$ cat src/rtl/rom_download_streamer_if.sv
// Byte-stream input and 16-bit memory write port of the ROM download streamer.
// The streamer side uses master; the source/memory side uses slave.
interface rom_download_streamer_if #(
    parameter int ADDR_WIDTH = 25
);
    logic                  in_valid;
    logic [7:0]            in_data;
    logic                  in_ready;
    logic [ADDR_WIDTH-1:0] addr;
    logic [15:0]           data;
    logic                  wr;
    logic                  wr_ack;

    modport master (
        input  in_valid, in_data, wr_ack,
        output in_ready, addr, data, wr
    );

    modport slave (
        output in_valid, in_data, wr_ack,
        input  in_ready, addr, data, wr
    );
endinterface

$ cat src/rtl/rom_download_streamer.sv
// Packs a byte stream into 16-bit words and writes them to memory at
// consecutive even addresses, pulsing done when the whole file is in.
module rom_download_streamer #(
    parameter int ADDR_WIDTH = 25,
    parameter bit BYTE_SWAP  = 1'b0
) (
    input  logic                        clk_mem,
    input  logic                        reset,
    input  logic                        start,
    input  logic [31:0]                 file_size,
    rom_download_streamer_if.master     bus,
    output logic                        downloading,
    output logic [31:0]                 rom_file_size,
    output logic                        done
);
    typedef enum logic [2:0] {
        IDLE,
        LOW,
        HIGH,
        WRITE,
        FINISH
    } state_t;

    localparam logic [ADDR_WIDTH-1:0] ADDR_LAST =
        {{(ADDR_WIDTH-1){1'b1}}, 1'b0};
    localparam logic [ADDR_WIDTH-1:0] ADDR_STEP = ADDR_WIDTH'(2);

    state_t      state;
    logic [31:0] count;
    logic [31:0] count_inc;
    logic [7:0]  first;
    logic        over;
    logic        xfer;

    assign count_inc = count + 32'd1;
    assign xfer      = bus.in_valid && bus.in_ready;

    function automatic logic [15:0] pack(
        input logic [7:0] lo,
        input logic [7:0] hi
    );
        return BYTE_SWAP ? {lo, hi} : {hi, lo};
    endfunction

    // Once the address space is exhausted, words are still assembled and
    // consumed but never written, so the stream drains to completion.
    always_ff @(posedge clk_mem or posedge reset) begin
        if (reset) begin
            state         <= IDLE;
            count         <= 32'd0;
            first         <= 8'h00;
            over          <= 1'b0;
            rom_file_size <= 32'd0;
            downloading   <= 1'b0;
            done          <= 1'b0;
            bus.addr      <= '0;
            bus.data      <= 16'h0000;
            bus.wr        <= 1'b0;
            bus.in_ready  <= 1'b0;
        end else begin
            done <= 1'b0;
            unique case (state)
                IDLE: begin
                    if (start) begin
                        rom_file_size <= file_size;
                        count         <= 32'd0;
                        over          <= 1'b0;
                        bus.addr      <= '0;
                        if (file_size != 32'd0) begin
                            state        <= LOW;
                            downloading  <= 1'b1;
                            bus.in_ready <= 1'b1;
                        end else begin
                            state <= FINISH;
                        end
                    end
                end
                LOW: begin
                    if (xfer) begin
                        first <= bus.in_data;
                        count <= count_inc;
                        if (count_inc == rom_file_size) begin
                            state        <= WRITE;
                            bus.in_ready <= 1'b0;
                            bus.data     <= pack(bus.in_data, 8'h00);
                            bus.wr       <= !over;
                        end else begin
                            state <= HIGH;
                        end
                    end
                end
                HIGH: begin
                    if (xfer) begin
                        count        <= count_inc;
                        state        <= WRITE;
                        bus.in_ready <= 1'b0;
                        bus.data     <= pack(first, bus.in_data);
                        bus.wr       <= !over;
                    end
                end
                WRITE: begin
                    if (bus.wr_ack || over) begin
                        bus.wr <= 1'b0;
                        if (count == rom_file_size) begin
                            state       <= FINISH;
                            downloading <= 1'b0;
                        end else begin
                            state        <= LOW;
                            bus.in_ready <= 1'b1;
                            if (over || bus.addr == ADDR_LAST)
                                over <= 1'b1;
                            else
                                bus.addr <= bus.addr + ADDR_STEP;
                        end
                    end
                end
                FINISH: begin
                    done  <= 1'b1;
                    state <= IDLE;
                end
                default: state <= IDLE;
            endcase
        end
    end
endmodule

$ cat src/flat_wrapper.sv
// flat-port wrapper written by rule: the top's interface ports become plain ports
module rom_download_streamer_flat 
#(
    parameter int ADDR_WIDTH = 25,
    parameter bit BYTE_SWAP  = 1'b0
)
  (clk_mem, reset, start, file_size, downloading, rom_file_size, done, bus_in_valid, bus_in_data, bus_wr_ack, bus_in_ready, bus_addr, bus_data, bus_wr);
  rom_download_streamer_if #(.ADDR_WIDTH(ADDR_WIDTH)) bus_i ();
  input  logic clk_mem;
  input  logic reset;
  input  logic start;
  input  logic [31:0] file_size;
  output logic downloading;
  output logic [31:0] rom_file_size;
  output logic done;
  input wire logic [$bits(bus_i.in_valid)-1:0] bus_in_valid;
  input wire logic [$bits(bus_i.in_data)-1:0] bus_in_data;
  input wire logic [$bits(bus_i.wr_ack)-1:0] bus_wr_ack;
  output wire logic [$bits(bus_i.in_ready)-1:0] bus_in_ready;
  output wire logic [$bits(bus_i.addr)-1:0] bus_addr;
  output wire logic [$bits(bus_i.data)-1:0] bus_data;
  output wire logic [$bits(bus_i.wr)-1:0] bus_wr;
  assign bus_i.in_valid = bus_in_valid;
  assign bus_i.in_data = bus_in_data;
  assign bus_i.wr_ack = bus_wr_ack;
  assign bus_in_ready = bus_i.in_ready;
  assign bus_addr = bus_i.addr;
  assign bus_data = bus_i.data;
  assign bus_wr = bus_i.wr;
  rom_download_streamer #(.ADDR_WIDTH(ADDR_WIDTH), .BYTE_SWAP(BYTE_SWAP)) u_core (.clk_mem(clk_mem), .reset(reset), .start(start), .file_size(file_size), .bus(bus_i), .downloading(downloading), .rom_file_size(rom_file_size), .done(done));
endmodule
$ cat config.mk
export PLATFORM = sky130hd
export DESIGN_NAME = rom_download_streamer_flat
export DESIGN_NICKNAME = d
export VERILOG_FILES = /design/src/rtl/rom_download_streamer_if.sv /design/src/rtl/rom_download_streamer.sv /design/src/flat_wrapper.sv
export SDC_FILE = /design/constraint.sdc
export NUM_CORES = 1
export LEC_CHECK = 0
export BUFFER_PORTS_ARGS = -buffer_cell sky130_fd_sc_hd__buf_2
export CORE_MARGIN = 2
export CORE_UTILIZATION = 40
export DETAILED_ROUTE_END_ITERATION = 10
export PLACE_DENSITY = 0.64
export SYNTH_ARGS = -nofsm -noshare
export SYNTH_HDL_FRONTEND = slang
export SYNTH_SLANG_ARGS = --single-unit
$ cat constraint.sdc
create_clock -name clk_mem -period 5 [get_ports clk_mem]
set_input_delay 1 -clock clk_mem [delete_from_list [all_inputs] [get_ports clk_mem]]
set_output_delay 1 -clock clk_mem [all_outputs]
set_load 0.02 [all_outputs]
# After elaboration in Yosys (flattened, before gate mapping)
# Cells that the tools add are included.
# totals
out_inout_bits,77
regBits,121
wordCells,95
inputBits,45
# op_classes
n_reduce_logical,22
n_eq_ne,18
n_addsub,2
mux,42
# ops
op,n
$mux 25,4
$eq 32x32->1,2
$mux 32,2
$pmux 32 s2,1
$pmux 25 s2,1
$mux 16,3
$add 32x1->32 const B,1
$pmux 16 s2,1
$reduce_bool 32->1,1
$add 25x2->25 const B,1
$eq 25x25->1 const B,1
$reduce_and 5->1,4
$mux 1,19
$mux 3,6
$ne 2x1->1 const B,8
$pmux 3 s4,1
$reduce_and 4->1,2
$reduce_and 8->1,1
$eq 3x2->1 const B,2
$ne 2x2->1 const B,3
$reduce_bool 2->1,3
$pmux 1 s2,2
$pmux 1 s4,1
$reduce_and 2->1,2
11 further kinds,12

# Longest topological paths before layout
# logic_depth
word_depth,6
ltp_mapped,12

# Least setup slack after synthesis
# Ideal clock, no wire load.
# synth_path
kind,flip-flop to flip-flop
startpoint,register u_core.count[0]
endpoint,register u_core.bus.wr
arrival_ns,3.238
stages_incl_launch_ff,11
synth_period_minus_slack_ns,3.374
required_time_ns,4.864
path_buffers,1
setup_ns,0.136
path_slack_ns,1.626
cell_sequence,dfrtp_1 ha_1 nand3_4 or4_4 or4_1 mux2_2 o2111ai_1 or4_1 buf_6 o41ai_2 nand3_1
# synth_via
elab_chain_cells,4
# synth_lines
element,line,source
start: declaration,rom_download_streamer.sv:29,logic [31:0] count;
start signal: assignment,rom_download_streamer.sv:81,count <= count_inc;
start signal: assignment,rom_download_streamer.sv:94,count <= count_inc;
$add 32x1->32,rom_download_streamer.sv:35,assign count_inc = count + 32'd1;
$eq 32x32->1,rom_download_streamer.sv:82,if (count_inc == rom_file_size) begin
$ne 2x1->1 (no source line),--,
$reduce_and 5->1 (no source line),--,
end signal: assignment,rom_download_streamer.sv:86,bus.wr <= !over;
end signal: assignment,rom_download_streamer.sv:98,bus.wr <= !over;
end: declaration,rom_download_streamer_if.sv:16,"output in_ready, addr, data, wr"
# No other way between the ends.
# A chain may end at the register's enable or synchronous reset.

# Worst setup path after layout
# Ends and elaborated chain as after synthesis.

==> results.json <==
{
  "status": "completed",
  "p_leak_nw": 3.73,
  "worst_setup_path_start_kind": "register",
  "cts_sinks": 120,
  "ys.flop_type": "dfrtp_1",
  "ioPinCount": 122,
  "core_um2": 17200,
  "synthCells": 817,
  "die_area_um2": 18700,
  "crit_start": "u_core.count[0]$_DFFE_PP0P_",
  "cts-buffers-inserted": 17,
  "drv_slew": 0,
  "p_sw_share_pct": 41.3,
  "start_util_pct": 40.9,
  "syn_area_um2": 7040,
  "drt.antenna.violating_nets": 0,
  "cts_resized": 0,
  "synth_top_area_share_pct": 42.6,
  "die_w_um": 137,
  "yosys.area_share.simple_pct": 28.2,
  "track_usage_pct": 22.6,
  "cts_hold_buf": 0,
  "clockRootBuffer": "clkbuf_16",
  "diodes": 0,
  "async_flop_share_pct": 100,
  "cap_violations": 0,
  "tns_ps": 0,
  "synth_top_family_by_area": "simple AND/OR/NAND/NOR gates",
  "yosysMostFrequentCell": "nand2_1",
  "drt_first_pass_iters": 5,
  "fmax_mhz": 255,
  "wl_per_cell_um": 17.5,
  "grt_pass1_wl_um": 32800,
  "drc": 0,
  "cts_max_path_buffers": 2,
  "fin_nets": 958,
  "synth_xor_area_share_pct": 8.33,
  "synth_common_cells": "nand2_1 (152), dfrtp_1 (120), nor2_1 (67)",
  "muxShareOfSynthArea_pct": 1.87,
  "yosysWarnings": 0,
  "htreeDepth": 4,
  "r2r-start": "u_core.count[0]$_DFFE_PP0P_",
  "post-cts-setup-buffers": 0,
  "yosysTopAreaCell": "dfrtp_1",
  "cts_tree": "yes",
  "port_buffers": 120,
  "required_ps": 5290,
  "synth_adder_area_share_pct": 0.355,
  "finalSetupViolations": 0,
  "ys_seq_area_share_pct": 42.6,
  "worstReg2RegEnd": "u_core.bus.wr$_DFFE_PP0P_",
  "synthesis.nets": 864,
  "path_max_fanout": 11,
  "r2r_cells": 9,
  "vias": 6521,
  "timing.final.ws_setup_ps": 1080,
  "place.gp.congestion": 0.894,
  "cp.arrival_ps": 4210,
  "combPwrFrac_pct": 40.0,
  "worst_pin_slew_ps": 796,
  "rows": 48,
  "critPathCaptureType": "register",
  "avgViaCountPerCell": 5.68,
  "synth_edf_count": 0,
  "post-route-period-util_pct": 78.3,
  "drt_wl_total_um": 20100,
  "relSlewSlack_pct": 46.7,
  "min_period_ps": 3920,
  "hold_violations": 0,
  "dp_slack_ps": 1120,
  "initialDrtViolationCount": 550,
  "ff2ff_setup_slack_ps": 1080,
  "post-dp-hpwl_um": 14200,
  "rsz0062_at_grt": "no",
  "power_density_nw_per_um2": 542,
  "die_h_um": 137,
  "synthToLayoutAreaGrowth_pct": 18.8,
  "finClkSkew_ps": 8.41,
  "gr-total-overflow": 0,
  "first_global_vias": 6113,
  "p_int_mw": 2.66,
  "grt_antenna_before_repair": 0,
  "hold_class": "register to register",
  "critical_path_class": "register to register",
  "synth.distinct_cells": 64,
  "syn_area_per_cell_um2": 8.62,
  "drive_gt1_share_pct": 21.6,
  "worst_skew_pair.late_latency_ps": 420,
  "pwr-share-clk_pct": 27.0,
  "clk_pin_slew_ps": 50,
  "switchingPower_mw": 1.87,
  "grt_max_degree": 59,
  "power_frac_seq_pct": 33.0,
  "synth_compound_area_share_pct": 14.8,
  "ir_worst_vdd_mv": 0.268,
  "synth_top_cells_by_area": "dfrtp_1 (43%), nand2_1 (8.1%), xnor2_1 (4.4%)",
  "cp-endpoint": "u_core.bus.wr$_DFFE_PP0P_",
  "synth-seq-cells": 120
}
[flip-flops by register name, summed over array words and instances (netlist names)]
signal and count:
u_core.downloading 1, u_core.bus.addr 24, u_core.over 1, u_core.bus.data 16, u_core.first 8, u_core.bus.in_ready 1, u_core.count 32, u_core.state 3
u_core.done 1, u_core.rom_file_size 32, u_core.bus.wr 1
[stage by stage]
step | cell area, um^2 | total power [mW] | hold slack (ps) | utilization [%] | cells
global route | 8370 | 4.83 | 525 | 48.5 | 1149
CTS | 8370 | 4.56 | 508 | 48.5 | 1149
floorplan | 7040 | 2.74 | 481 | - | 817
finish | 8370 | 4.53 | 510 | 48.5 | 1149
detailed placement | 7770 | 3.32 | 499 | 45.1 | 1117
global placement | 7770 | 3.30 | 493 | 45.1 | 1117
[kinds of logic (layout without fill, tap and decap cells)]
logic type | count (synthesis) | after routing
AOI/OAI and AO/OA | 156 | 156
xor gates and xnor gates | 67 | 67
adders and majority gates | 2 | 2
buffers and inverters | 59 | 166
DFF | 120 | 120
muxes | 12 | 12
other | 1 | 1
and+or+nand+nor | 400 | 400
[area by class of cell]
| type | instances | area [um^2] |
|---|---|---|
| Multi-Input combinational cell | 638 | 3790 |
| Tap cell | 225 | 282 |
| Inverter | 3 | 13.8 |
| Timing Repair Buffer | 131 | 683 |
| Sequential cell | 120 | 3000 |
| Clock buffer | 20 | 467 |
| Fill cell | 1690 | 8870 |
| Clock inverter | 12 | 125 |
[critical path, stage by stage (launching register included)]
cell and delay (ps):
dfrtp_1 450, ha_1 320, nand3_4 150, or4_4 660
or4_1 610, mux2_2 270, o2111ai_1 160, or4_1 680
o41ai_2 390, nand3_1 90
[worst min-delay path by stage]
| stage | start | endpoint | slack [ps] | cells past startpoint |
|---|---|---|---|---|
| detailed placement | u_core.first[0]$_DFFE_PP0P_ | u_core.first[0]$_DFFE_PP0P_ | 500 | 1 |
| floorplan | u_core.first[0]$_DFFE_PP0P_ | u_core.first[0]$_DFFE_PP0P_ | 480 | 1 |
| finish | u_core.first[4]$_DFFE_PP0P_ | u_core.first[4]$_DFFE_PP0P_ | 510 | 1 |
| global placement | u_core.first[4]$_DFFE_PP0P_ | u_core.first[4]$_DFFE_PP0P_ | 490 | 1 |
| CTS | u_core.first[4]$_DFFE_PP0P_ | u_core.first[4]$_DFFE_PP0P_ | 510 | 1 |
| global route | u_core.first[1]$_DFFE_PP0P_ | u_core.first[1]$_DFFE_PP0P_ | 520 | 1 |
[power by group through the flow]
stage / Combinational [mW] / Sequential (mW) / Clock (mW)
2_1_floorplan: 1.13 / 1.61 / 0
3_3_place_gp: 1.80 / 1.50 / 0
3_5_place_dp: 1.81 / 1.51 / 0
4_1_cts: 1.82 / 1.50 / 1.25
5_1_grt: 2.00 / 1.54 / 1.29
6_report: 1.81 / 1.49 / 1.22
[placed cells by master (no fill, tap or decap), drive strengths merged, types with 2 or more instances in the layout]
master and instances:
a21oi 22, a22o 18, a31o 9, a31oi 14, and2 4, and3 11, and4 9, buf 131
bufinv 2, clkbuf 20, clkinv 7, clkinvlp 3, dfrtp 120, ha 2, inv 3, mux2 9
mux2i 3, nand2 152, nand2b 7, nand3 53, nand4 22, nor2 67, nor2b 7, nor3 19
nor4 23, nor4b 2, o2111ai 2, o211ai 5, o21a 4, o21ai 47, o31ai 18, o41ai 7
or2 5, or3 5, or4 7, xnor2 35, xor2 32
[layer usage]
layer / GRT usage [%] / vias up / part of all wire, %
li1: - / 3119 / -
met3: 4.52 / 25 / 5.9
met1: 32.8 / 3153 / 47
met5: 0 / - / 0
met4: 7.35 / 0 / 1.8
met2: 33.6 / 224 / 45
(Power assumes the default switching activity.)
